--- config.mk ---
export PLATFORM = sky130hd
export DESIGN_NAME = spi_tx_seq
export DESIGN_NICKNAME = d
export VERILOG_FILES = /design/src/rtl/spi_tx_seq.sv
export SDC_FILE = /design/constraint.sdc
export NUM_CORES = 1
export LEC_CHECK = 0
export BUFFER_PORTS_ARGS = -buffer_cell sky130_fd_sc_hd__buf_2
export CORE_MARGIN = 2
export CORE_UTILIZATION = 25
export DETAILED_ROUTE_END_ITERATION = 7
export GPL_ROUTABILITY_DRIVEN = 0
export SLEW_MARGIN = 5
export SYNTH_ARGS = -nofsm -noshare
export SYNTH_HDL_FRONTEND = slang
export SYNTH_SLANG_ARGS = --single-unit
--- constraint.sdc ---
create_clock -name spi_clk -period 6.31 [get_ports spi_clk]
set_input_delay 0 -clock spi_clk [delete_from_list [all_inputs] [get_ports spi_clk]]
set_output_delay 0 -clock spi_clk [all_outputs]
set_load 0.05 [all_outputs]
--- src/rtl/spi_tx_seq.sv ---
// rtl/spi_tx_seq.sv - SPI master transfer sequencer: frame pacing, sck/cs_n timing, 1-entry TX buffer
module spi_tx_seq #(
    parameter int DIV_W = 8,
    parameter int NUM_W = 13
) (
    input  logic             spi_clk,
    input  logic             spi_rst,
    input  logic             start,
    input  logic             abort,
    input  logic [DIV_W-1:0] clk_div,
    input  logic             cpol,
    input  logic [1:0]       df,
    input  logic [NUM_W-1:0] tnum_max,
    input  logic             crc_en,
    input  logic [3:0]       cs_setup,
    input  logic [3:0]       cs_hold,
    input  logic [31:0]      wdata,
    input  logic             wvalid,
    output logic             wready,
    output logic             txe,
    output logic             busy,
    output logic             cs_n,
    output logic             sck,
    output logic             frame_load,
    output logic [31:0]      frame_data,
    output logic             crc_sel,
    output logic             bit_strobe,
    output logic [NUM_W-1:0] frame_cnt,
    output logic             done,
    output logic             underrun
);

    typedef enum logic [2:0] {
        S_IDLE, S_SETUP, S_LOAD, S_WAIT, S_SHIFT, S_CRC, S_HOLD
    } state_t;

    state_t           state;
    logic [DIV_W-1:0] div_l;
    logic             cpol_l;
    logic [4:0]       last_bit_l;
    logic [NUM_W-1:0] tnum_l;
    logic             crc_en_l;
    logic [3:0]       setup_l;
    logic [3:0]       hold_l;
    logic             buf_full;
    logic [31:0]      buf_data;
    logic [3:0]       tcnt;
    logic [DIV_W-1:0] div_cnt;
    logic [4:0]       bit_cnt;
    logic             phase;

    logic             pop;
    logic             push;
    logic             tick;
    logic [NUM_W:0]   cnt_next;

    // A CRC frame_load never consumes the holding buffer.
    assign pop      = frame_load & ~crc_sel;
    assign wready   = ~buf_full | pop;
    assign push     = wvalid & wready;
    assign txe      = ~buf_full;
    assign busy     = (state != S_IDLE);
    assign tick     = (div_cnt == div_l);
    assign cnt_next = {1'b0, frame_cnt} + (NUM_W+1)'(1);

    function automatic logic tcnt_done(input logic [3:0] c, input logic [3:0] lim);
        return ({1'b0, c} + 5'd1) >= {1'b0, lim};
    endfunction

    always_ff @(posedge spi_clk) begin
        if (spi_rst) begin
            state      <= S_IDLE;
            div_l      <= '0;
            cpol_l     <= 1'b0;
            last_bit_l <= 5'd7;
            tnum_l     <= NUM_W'(1);
            crc_en_l   <= 1'b0;
            setup_l    <= 4'd0;
            hold_l     <= 4'd0;
            buf_full   <= 1'b0;
            buf_data   <= 32'd0;
            tcnt       <= 4'd0;
            div_cnt    <= '0;
            bit_cnt    <= 5'd0;
            phase      <= 1'b0;
            cs_n       <= 1'b1;
            sck        <= cpol;
            frame_load <= 1'b0;
            frame_data <= 32'd0;
            crc_sel    <= 1'b0;
            bit_strobe <= 1'b0;
            frame_cnt  <= '0;
            done       <= 1'b0;
            underrun   <= 1'b0;
        end else begin
            frame_load <= 1'b0;
            bit_strobe <= 1'b0;
            done       <= 1'b0;

            if (abort && state != S_IDLE) begin
                buf_full <= 1'b0;
            end else if (push) begin
                buf_full <= 1'b1;
                buf_data <= wdata;
            end else if (pop) begin
                buf_full <= 1'b0;
            end

            if (abort && state != S_IDLE) begin
                state   <= S_IDLE;
                cs_n    <= 1'b1;
                sck     <= cpol;
                crc_sel <= 1'b0;
            end else begin
                case (state)
                    S_IDLE: begin
                        sck  <= cpol;
                        cs_n <= 1'b1;
                        if (start && !abort) begin
                            div_l    <= clk_div;
                            cpol_l   <= cpol;
                            tnum_l   <= (tnum_max == '0) ? NUM_W'(1) : tnum_max;
                            crc_en_l <= crc_en;
                            setup_l  <= cs_setup;
                            hold_l   <= cs_hold;
                            case (df)
                                2'b00:   last_bit_l <= 5'd7;
                                2'b01:   last_bit_l <= 5'd15;
                                default: last_bit_l <= 5'd31;
                            endcase
                            frame_cnt <= '0;
                            underrun  <= 1'b0;
                            cs_n      <= 1'b0;
                            tcnt      <= 4'd0;
                            state     <= S_SETUP;
                        end
                    end
                    S_SETUP: begin
                        if (tcnt_done(tcnt, setup_l)) state <= S_LOAD;
                        else tcnt <= tcnt + 4'd1;
                    end
                    S_LOAD: begin
                        if (buf_full) begin
                            frame_load <= 1'b1;
                            frame_data <= buf_data;
                            div_cnt    <= '0;
                            bit_cnt    <= 5'd0;
                            phase      <= 1'b0;
                            state      <= S_SHIFT;
                        end else begin
                            underrun <= 1'b1;
                            state    <= S_WAIT;
                        end
                    end
                    S_WAIT: begin
                        if (buf_full) state <= S_LOAD;
                    end
                    S_SHIFT, S_CRC: begin
                        // crc_sel doubles as the "CRC word already loaded" marker.
                        if (state == S_CRC && !crc_sel) begin
                            crc_sel    <= 1'b1;
                            frame_load <= 1'b1;
                            frame_data <= 32'd0;
                            div_cnt    <= '0;
                            bit_cnt    <= 5'd0;
                            phase      <= 1'b0;
                        end else if (tick) begin
                            div_cnt <= '0;
                            phase   <= ~phase;
                            if (!phase) begin
                                sck <= ~cpol_l;
                            end else begin
                                sck        <= cpol_l;
                                bit_strobe <= 1'b1;
                                bit_cnt    <= bit_cnt + 5'd1;
                                if (bit_cnt == last_bit_l) begin
                                    tcnt <= 4'd0;
                                    if (state == S_CRC) begin
                                        state <= S_HOLD;
                                    end else begin
                                        if (frame_cnt < tnum_l) frame_cnt <= cnt_next[NUM_W-1:0];
                                        if (cnt_next < {1'b0, tnum_l}) state <= S_LOAD;
                                        else if (crc_en_l)             state <= S_CRC;
                                        else                           state <= S_HOLD;
                                    end
                                end
                            end
                        end else begin
                            div_cnt <= div_cnt + DIV_W'(1);
                        end
                    end
                    S_HOLD: begin
                        // Keeps crc_sel high through the final CRC bit_strobe.
                        crc_sel <= 1'b0;
                        if (tcnt_done(tcnt, hold_l)) begin
                            cs_n  <= 1'b1;
                            done  <= 1'b1;
                            state <= S_IDLE;
                        end else begin
                            tcnt <= tcnt + 4'd1;
                        end
                    end
                    default: state <= S_IDLE;
                endcase
            end
        end
    end

endmodule
==> results.sh, run 1 <==
export IMPL_status="completed"
export IMPL_drt_wl_total_um=19400
export IMPL_syn_inst=817
export IMPL_ys_seq_area_frac=0.425
export IMPL_h_tree_depth=4
export IMPL_cts_root_buf="clkbuf_16"
export IMPL_instances_no_fill=1339
export IMPL_core_area_sq_um=25900
export IMPL_cp_end_kind="flip-flop"
export IMPL_grt_first_pass_wirelength_um=32000
export IMPL_syn2layout_area_growth_pct=33.7
export IMPL_worst_ep_arrival_time_ns=3.37
export IMPL_relSlewSlack=0.316
export IMPL_cp_required_ns=6.65
export IMPL_min_delay_path_depth=4
export IMPL_synth_cell_types=61
export IMPL_synth_edf_count=1
export IMPL_viasPerCell=4.79
export IMPL_fmax_mhz=330
export IMPL_power_density_nw_per_um2=304
export IMPL_cts_repair_resized=0
export IMPL_antenna_found_initial=1
export IMPL_insertion_delay_ns=0.43
export IMPL_via_count=6419
export IMPL_die_w_um=166
export IMPL_synth_seq_cells=139
export IMPL_r2r_end="frame_cnt[8]"
export IMPL_cp_start_kind="flip-flop"
export IMPL_tightest_slew_ns=1.03
export IMPL_fin_crit_ns=3.03
export IMPL_syn_area_sq_um=6570
export IMPL_cts_sinks=139
export IMPL_synth_area_leaders="dfxtp_1 (42%), nand2_1 (9.7%), a21oi_1 (7.8%)"
export IMPL_drive_above_1_share=0.176
export IMPL_p_leak_nw=3.60
export IMPL_grt_max_degree=65
export IMPL_firstDrtPassIters=5
export IMPL_async_flop_share=0
export IMPL_grt_pass1_vias=6246
export IMPL_worst_r2r_path_depth=7
export IMPL_die_y_um=166
export IMPL_grt_setup_unrepaired="no"
export IMPL_start_util=0.254
export IMPL_netlist_area_leader_share=0.420
export IMPL_timing_rr_start="state[2]"
export IMPL_dieArea_sq_um=27600
export IMPL_maxSlewViolCount=0
export IMPL_tns_ns=0
export IMPL_yosysWarnings=0
export IMPL_fin_nets=1097
export IMPL_reg2reg_slack_ns=3.28
export IMPL_min_from="abort"
export IMPL_period_share=0.480
export IMPL_ys_flop_type="dfxtp_1"
export IMPL_rows=59
export IMPL_cts_buffer_depth=2
export IMPL_io_pins=125
export IMPL_grt_overflow_total=0
export IMPL_ant_nets=0
export IMPL_drc=0
export IMPL_hold_viol=0
export IMPL_cts_setup_buffers=0
export IMPL_dp_cells=1239
export IMPL_cp_max_fo=17
export IMPL_ir_worst_vdd_v=0.000186
export IMPL_path_class="flip-flop to flip-flop"
export IMPL_numCtsBuffers=17
export IMPL_clock_skew_ns=0.0156
export IMPL_drt_iter0_drc=454
export IMPL_min_path_type="primary input to flip-flop"
export IMPL_yosysTopAreaCell="dfxtp_1"
export IMPL_synth_nets=924
export IMPL_cts_tree="yes"
export IMPL_wl_per_cell_um=14.5
export IMPL_setup_viol_count_final=0
export IMPL_portBuffers=124
export IMPL_syn_avg_cell_area_sq_um=8.04
export IMPL_hold_end="state[0]"
export IMPL_drv_cap=0
export IMPL_track_usage=0.142
export IMPL_dp_hpwl_um=13100
export IMPL_clk_pin_slew_worst_paths_ns=0.06
==> Yosys cell counts (all sizes together), types with 3 or more instances <==
| cell | n |
|---|---|
| a211oi | 3 |
| a21o | 3 |
| a21oi | 104 |
| a22oi | 33 |
| a31oi | 3 |
| and2 | 3 |
| and3 | 6 |
| clkbuf | 43 |
| dfxtp | 138 |
| ha | 37 |
| inv | 30 |
| nand2 | 171 |
| nand2b | 4 |
| nand3 | 15 |
| nand4 | 21 |
| nor2 | 64 |
| nor2b | 6 |
| nor3 | 10 |
| nor3b | 3 |
| nor4 | 7 |
| o2111ai | 3 |
| o211ai | 4 |
| o21ai | 29 |
| o22ai | 3 |
| o311ai | 5 |
| o31ai | 3 |
| or4 | 3 |
| xnor2 | 17 |
| xor2 | 15 |
==> worst max-delay path: stages (launching register included) <==
cell and delay (ns):
dfxtp_1 0.65, and2b_1 0.41, buf_4 0.27, o2111ai_1 0.18
a22oi_2 0.55, o21ai_0 0.19, or4_4 0.48, o31ai_1 0.21
==> flip-flops by register name (all words and copies together) (netlist names) <==
name / cells
buf_data: 32
frame_load: 1
tcnt: 4
cpol_l: 1
sck: 1
done: 1
cs_n: 1
last_bit_l: 2
setup_l: 4
frame_data: 32
buf_full: 1
hold_l: 4
bit_cnt: 5
phase: 1
crc_sel: 1
div_cnt: 8
div_l: 8
tnum_l: 13
crc_en_l: 1
bit_strobe: 1
frame_cnt: 13
state: 3
underrun: 1
==> final cells by class <==
type | instances | area [sq um]
Antenna cell | 1 | 2.50
Clock buffer | 17 | 425
Clock inverter | 15 | 189
Fill cell | 2676 | 17100
Inverter | 30 | 113
Multi-Input combinational cell | 603 | 3490
Sequential cell | 139 | 2790
Tap cell | 335 | 419
Timing Repair Buffer | 199 | 1350
==> how the worst max path moves through the flow <==
stage                  from      endpoint  cells after the start
2_1_floorplan  frame_cnt[0]      state[1]                     11
3_3_place_gp       state[2]    bit_cnt[4]                      8
3_5_place_dp       state[2]  frame_cnt[7]                      7
4_1_cts            state[2]  frame_cnt[8]                      7
5_1_grt            state[2]  frame_cnt[8]                      7
6_report           state[2]  frame_cnt[8]                      7
==> metal layers <==
| metal | share of wire | global-route usage | vias to the layer above | wire [um] |
|---|---|---|---|---|
| met3 | 0.074 | 0.0431 | 26 | 1430 |
| met5 | 0 | 0 | - | 0 |
| met4 | 0.017 | 0.0461 | 0 | 325 |
| met1 | 0.46 | 0.184 | 2971 | 8990 |
| met2 | 0.45 | 0.226 | 212 | 8640 |
| li1 | - | - | 3210 | - |
==> placed cells by master (no fill, tap or decap), types with 4 or more instances in the layout <==
cell and n:
xor2_1 15, nand2_1 170, buf_4 9, buf_2 123
o211ai_1 4, clkbuf_16 17, nand4_1 21, dfxtp_1 138
dlygate4sd3_1 67, o21ai_0 28, a22oi_1 32, nand3_1 15
inv_8 6, inv_6 5, inv_1 30, a21oi_1 103
nor2_1 62, ha_1 37, and3_1 6, nand2b_1 4
xnor2_1 17, o311ai_0 5, nor2b_1 6, nor4_1 7
nor3_1 9
==> what timing repair did <==
item | 4_1_cts | 5_1_grt
endpoints found under the hold margin | 68 | 0
hold buffers | 67 | 0
setup endpoints to repair | 0 | 0
==> report_power, final <==
| group | switching, W | internal (W) |
|---|---|---|
| sequential | 0.0000548 | 0.000941 |
| combinational | 0.000409 | 0.000205 |
| clock | 0.000453 | 0.000606 |
| total | 0.000916 | 0.00175 |
==> logic make-up after synthesis <==
family                     share of synthesized area
and+or+nand+nor                                0.218
AOI/OAI and AO/OA                              0.198
DFF                                            0.425
buffers and inverters                         0.0442
adders and majority gates                     0.0704
xor gates and xnor gates                      0.0426
muxes                                        0.00152
==> per-stage QoR <==
| step | worst slack (ns) | hold WS, ns | total power (W) | area, sq um | util |
|---|---|---|---|---|---|
| after CTS | 3.29 | 0.0181 | 0.00270 | 8790 | 0.339 |
| after floorplan | 3.37 | 0.129 | 0.00143 | 6570 | - |
| after detailed placement | 3.34 | 0.246 | 0.00159 | 7500 | 0.290 |
| final | 3.28 | 0.0328 | 0.00267 | 8790 | 0.339 |
| after global placement | 3.44 | 0.240 | 0.00159 | 7500 | 0.290 |
| after global routing | 3.03 | 0.0717 | 0.00282 | 8790 | 0.339 |
No activity file was read; power rests on OpenSTA's default activity.
==> run 2: changes to the inputs <==
==> constraint.sdc (replaced) <==
create_clock -name spi_clk -period 2.7 [get_ports spi_clk]
set_input_delay 0 -clock spi_clk [delete_from_list [all_inputs] [get_ports spi_clk]]
set_output_delay 0 -clock spi_clk [all_outputs]
set_load 0.05 [all_outputs]
==> results.sh, run 2 (synthesis results as in run 1) <==
export IMPL_status="completed"
export IMPL_placed_cell_area_sq_um=7700
export IMPL_slowest_delay_ns=0.39
export IMPL_wl_per_cell_um=14.3
export IMPL_crit_path_top_delay_cell="or3_4"
export IMPL_numCtsBuffers=17
export IMPL_ant_nets=0
export IMPL_power_density_nw_per_um2=707
export IMPL_fin_area_sq_um=9040
export IMPL_instances_no_fill=1365
export IMPL_drv_cap=0
export IMPL_rows=59
export IMPL_path_class="flip-flop to flip-flop"
export IMPL_relSlewSlack=0.415
export IMPL_track_usage=0.141
export IMPL_cts_buffer_depth=2
export IMPL_final_cell_mix="nand2_1 (170), dfxtp_1 (129), buf_2 (123), a21oi_1 (103), dlygate4sd3_1 (67)"
export IMPL_top_regs="buf_data (32), frame_data (32)"
export IMPL_dp_hpwl_um=13100
export IMPL_grt_first_pass_wirelength_um=31800
export IMPL_tightest_slew_ns=0.869
export IMPL_worst_ep_arrival_time_ns=2.88
export IMPL_drc=0
export IMPL_path_buf_inv=1
export IMPL_drive_above_1_share=0.210
export IMPL_cp_max_fo=6
export IMPL_min_path_type="primary input to flip-flop"
export IMPL_h_tree_depth=4
export IMPL_mostFrequentLayoutCell="nand2_1"
export IMPL_multi_input_area_sq_um=3520
export IMPL_start_util=0.254
export IMPL_clock_skew_ns=0.0175
export IMPL_grt_overflow_total=0
export IMPL_maxSlewViolCount=0
export IMPL_io_pins=125
export IMPL_hold_viol=0
export IMPL_cts_sinks=139
export IMPL_grt_max_degree=66
export IMPL_cp_common_cell="nand4_1"
export IMPL_die_w_um=166
export IMPL_crit_chain="nand4_1, or3_4, buf_4, xnor2_1, ha_1, nand2_1, nor2_1, nand4_1, o211a_1, o311ai_2, a21oi_1"
export IMPL_grt_pass1_vias=6367
export IMPL_antenna_found_initial=3
export IMPL_cp_required_ns=2.99
export IMPL_viasPerCell=4.69
export IMPL_insertion_delay_ns=0.42
export IMPL_fmax_mhz=387
export IMPL_fin_nets=1121
export IMPL_p_leak_nw=3.73
export IMPL_ir_worst_vdd_v=0.000427
export IMPL_cts_tree="yes"
export IMPL_drt_iter0_drc=468
export IMPL_firstDrtPassIters=4
export IMPL_fillers=2662
export IMPL_regArea_sq_um=2810
export IMPL_setup_viol_count_final=0
export IMPL_cp_end_kind="flip-flop"
export IMPL_cts_root_buf="clkbuf_16"
export IMPL_critPathTopFamily="simple AND/OR/NAND/NOR gates"
export IMPL_die_y_um=166
export IMPL_cp_start_kind="flip-flop"
export IMPL_portBuffers=124
export IMPL_syn2layout_area_growth_pct=37.6
export IMPL_fin_crit_ns=2.59
export IMPL_dp_cells=1262
export IMPL_drt_wl_total_um=19500
export IMPL_core_area_sq_um=25900
export IMPL_via_count=6402
export IMPL_period_share=0.958
export IMPL_clk_pin_slew_worst_paths_ns=0.07
export IMPL_dieArea_sq_um=27600
-- run 2: routing by layer --
| layer | vias to the layer above | global-route usage | share of wire |
|---|---|---|---|
| met5 | - | 0 | 0 |
| met3 | 10 | 0.0434 | 0.064 |
| met2 | 154 | 0.230 | 0.45 |
| li1 | 3274 | - | - |
| met1 | 2964 | 0.183 | 0.48 |
| met4 | 0 | 0.0321 | 0.0060 |
-- run 2: path summary, 6_finish.rpt --
path | from | endpoint | slack (ns) | cells past startpoint
worst max-delay path | frame_cnt[5] | state[1] | 0.11 | 11
worst min-delay path | abort | state[0] | 0.05 | 4
worst max register to register | frame_cnt[5] | state[1] | 0.11 | 11
worst min register to register | buf_data[13] | buf_data[13] | 0.45 | 2
-- run 2: power breakdown --
part	switching (W)	total, W	leakage [nW]	internal, W
registers	0.0000823	0.00228	1.14	0.00220
logic	0.00103	0.00160	2.29	0.000578
clock network	0.00101	0.00251	0.304	0.00150
-- run 2: area by class of cell --
type                            instances  area share
Inverter                               30      0.0125
Clock buffer                           18      0.0486
Clock inverter                         14      0.0203
Multi-Input combinational cell        603       0.390
Antenna cell                            3    0.000830
Sequential cell                       139       0.311
Timing Repair Buffer                  223       0.171
Tap cell                              335      0.0464
-- run 2: timing repair --
action	CTS	global route
setup buffers	0	1
hold endpoints to repair	68	0
setup endpoints to repair	0	3
hold buffers	67	0
gates resized for setup	0	11
-- run 2: per-stage QoR --
stage	power, W	util	worst slack, ns	setup TNS, ns	hold WS [ns]
final	0.00639	0.349	0.115	0	0.0546
after global routing	0.00674	0.349	-0.00232	-0.00329	0.0463
after CTS	0.00645	0.347	0.0155	0	0.0174
after detailed placement	0.00383	0.297	0.0410	0	0.246
after global placement	0.00382	0.297	0.101	0	0.240
after floorplan	0.00334	-	0.0322	0	0.129
-- run 2: worst reg2reg max path, cell delays in order (launching register included) --
cell      delay, ns
dfxtp_4        0.38
nand4_1        0.17
or3_4          0.39
buf_4          0.15
xnor2_1        0.12
ha_1           0.30
nand2_1        0.07
nor2_1         0.11
nand4_1        0.11
o211a_1        0.28
o311ai_2       0.27
a21oi_1        0.11
==> run 3: changes to the inputs <==
--- a/config.mk
+++ b/config.mk
@@ -10,6 +10,7 @@
 export CORE_UTILIZATION = 25
 export DETAILED_ROUTE_END_ITERATION = 7
 export GPL_ROUTABILITY_DRIVEN = 0
+export SETUP_SLACK_MARGIN = 0.4
 export SLEW_MARGIN = 5
 export SYNTH_ARGS = -nofsm -noshare
 export SYNTH_HDL_FRONTEND = slang
==> results.sh, run 3 (synthesis results as in run 1) <==
export IMPL_status="completed"
export IMPL_final_cell_mix="nand2_1 (169), dfxtp_1 (126), buf_2 (123), a21oi_1 (103), dlygate4sd3_1 (68)"
export IMPL_fin_nets=1132
export IMPL_grt_setup_unrepaired="yes"
export IMPL_ant_nets=0
export IMPL_met2_usage=0.232
export IMPL_portBuffers=124
export IMPL_setup_viol_count_final=0
export IMPL_antenna_found_initial=5
export IMPL_worst_slack_ns=0.244
export IMPL_start_util=0.254
export IMPL_dieArea_sq_um=27600
export IMPL_drive_above_1_share=0.234
export IMPL_grt_overflow_total=0
export IMPL_mostFrequentLayoutCell="nand2_1"
export IMPL_grt_pass1_vias=6522
export IMPL_firstDrtPassIters=5
export IMPL_cp_end_kind="flip-flop"
export IMPL_viasPerCell=4.76
export IMPL_cp_start_kind="flip-flop"
export IMPL_numCtsBuffers=17
export IMPL_io_pins=125
export IMPL_tightest_slew_ns=0.838
export IMPL_cts_sinks=139
export IMPL_insertion_delay_ns=0.43
export IMPL_period_share=0.910
export IMPL_relSlewSlack=0.436
export IMPL_placed_cell_area_sq_um=7700
export IMPL_cts_root_buf="clkbuf_16"
export IMPL_track_usage=0.144
export IMPL_power_density_nw_per_um2=696
export IMPL_dp_cells=1255
export IMPL_top_regs="buf_data (32), frame_data (32)"
export IMPL_dp_hpwl_um=13300
export IMPL_h_tree_depth=4
export IMPL_drv_cap=0
export IMPL_min_path_type="primary input to flip-flop"
export IMPL_drt_iter0_drc=435
export IMPL_grt_first_pass_wirelength_um=32400
export IMPL_drt_wl_total_um=19800
export IMPL_cts_tree="yes"
export IMPL_fin_area_sq_um=9250
export IMPL_clock_skew_ns=0.0186
export IMPL_fin_crit_ns=2.46
export IMPL_post_place_ws_ns=0.181
export IMPL_use_met1=0.183
export IMPL_drc=0
export IMPL_use_met3=0.0460
export IMPL_grt_max_degree=65
export IMPL_cp_max_fo=3
export IMPL_core_area_sq_um=25900
export IMPL_die_y_um=166
export IMPL_cp_required_ns=3.00
export IMPL_ir_worst_vdd_v=0.000424
export IMPL_tns_ns=0
export IMPL_die_w_um=166
export IMPL_maxSlewViolCount=0
export IMPL_fmax_mhz=407
export IMPL_syn2layout_area_growth_pct=40.7
export IMPL_grt_most_used_layer="met2"
export IMPL_worst_ep_arrival_time_ns=2.75
export IMPL_cts_buffer_depth=2
export IMPL_instances_no_fill=1378
export IMPL_p_leak_nw=3.80
export IMPL_clk_pin_slew_worst_paths_ns=0.07
export IMPL_rows=59
export IMPL_hold_viol=0
export IMPL_path_class="flip-flop to flip-flop"
export IMPL_via_count=6560
export IMPL_wl_per_cell_um=14.4
[run 3: cell count changes in the layout (fill, tap and decap cells not counted), moves of 3 or more]
cell and delta:
buf_4 +10, nor2_2 +3, dfxtp_2 -3, inv_8 +3, dfxtp_4 +6, nor2_1 -4, dfxtp_1 -3, clkinv_4 -3
[run 3: final timing paths]
check	startpoint	to	slack (ns)	cells past startpoint
setup / recovery	frame_cnt[5]	state[2]	0.24	10
hold / removal	abort	state[0]	0.04	4
setup reg to reg	frame_cnt[5]	state[2]	0.24	10
hold reg to reg	buf_data[17]	buf_data[17]	0.45	2
[run 3: timing repair]
item	4_1_cts	5_1_grt
hold buffers	68	0
pin swaps	8	12
resized for setup	5	21
endpoints found under the setup margin	7	13
buffers inserted	12	6
endpoints found under the hold margin	73	0
[run 3: metrics by stage]
step / hold slack, ns / utilization / total power, W
floorplan: 0.129 / - / 0.00334
global placement: 0.240 / 0.297 / 0.00381
detailed placement: 0.246 / 0.297 / 0.00383
CTS: 0.0138 / 0.352 / 0.00644
global route: 0.0706 / 0.357 / 0.00677
finish: 0.0388 / 0.357 / 0.00643
[run 3: where the power goes]
part | leakage [nW] | switching (W) | total (W) | internal [W]
combinational | 2.35 | 0.00104 | 0.00164 | 0.000607
clock | 0.307 | 0.00107 | 0.00249 | 0.00142
sequential | 1.14 | 0.000103 | 0.00230 | 0.00219
total | 3.80 | 0.00221 | 0.00643 | 0.00422
[run 3: per-layer routing]
| layer | vias up | wire length [um] |
|---|---|---|
| met4 | 0 | 291 |
| met3 | 23 | 1470 |
| li1 | 3283 | - |
| met1 | 3041 | 9280 |
| met5 | - | 0 |
| met2 | 213 | 8770 |
[run 3: worst max-delay path, cell delays in order, from the launching register on]
cell      delay, ns
dfxtp_4        0.35
nand4_1        0.16
or3_4          0.44
nor2_4         0.12
xor2_2         0.17
ha_1           0.26
a21o_1         0.19
a211oi_2       0.17
o211a_1        0.25
and3_1         0.17
o22ai_1        0.06
[run 3: final cells by class]
type | count | area, sq um
diodes | 5 | 12.5
clock buffers | 17 | 425
clock inverters | 15 | 199
fillers | 2661 | 16700
inverters | 30 | 113
multi-input cells | 603 | 3620
flip-flops and latches | 139 | 2830
well taps | 335 | 419
repair buffers | 234 | 1630
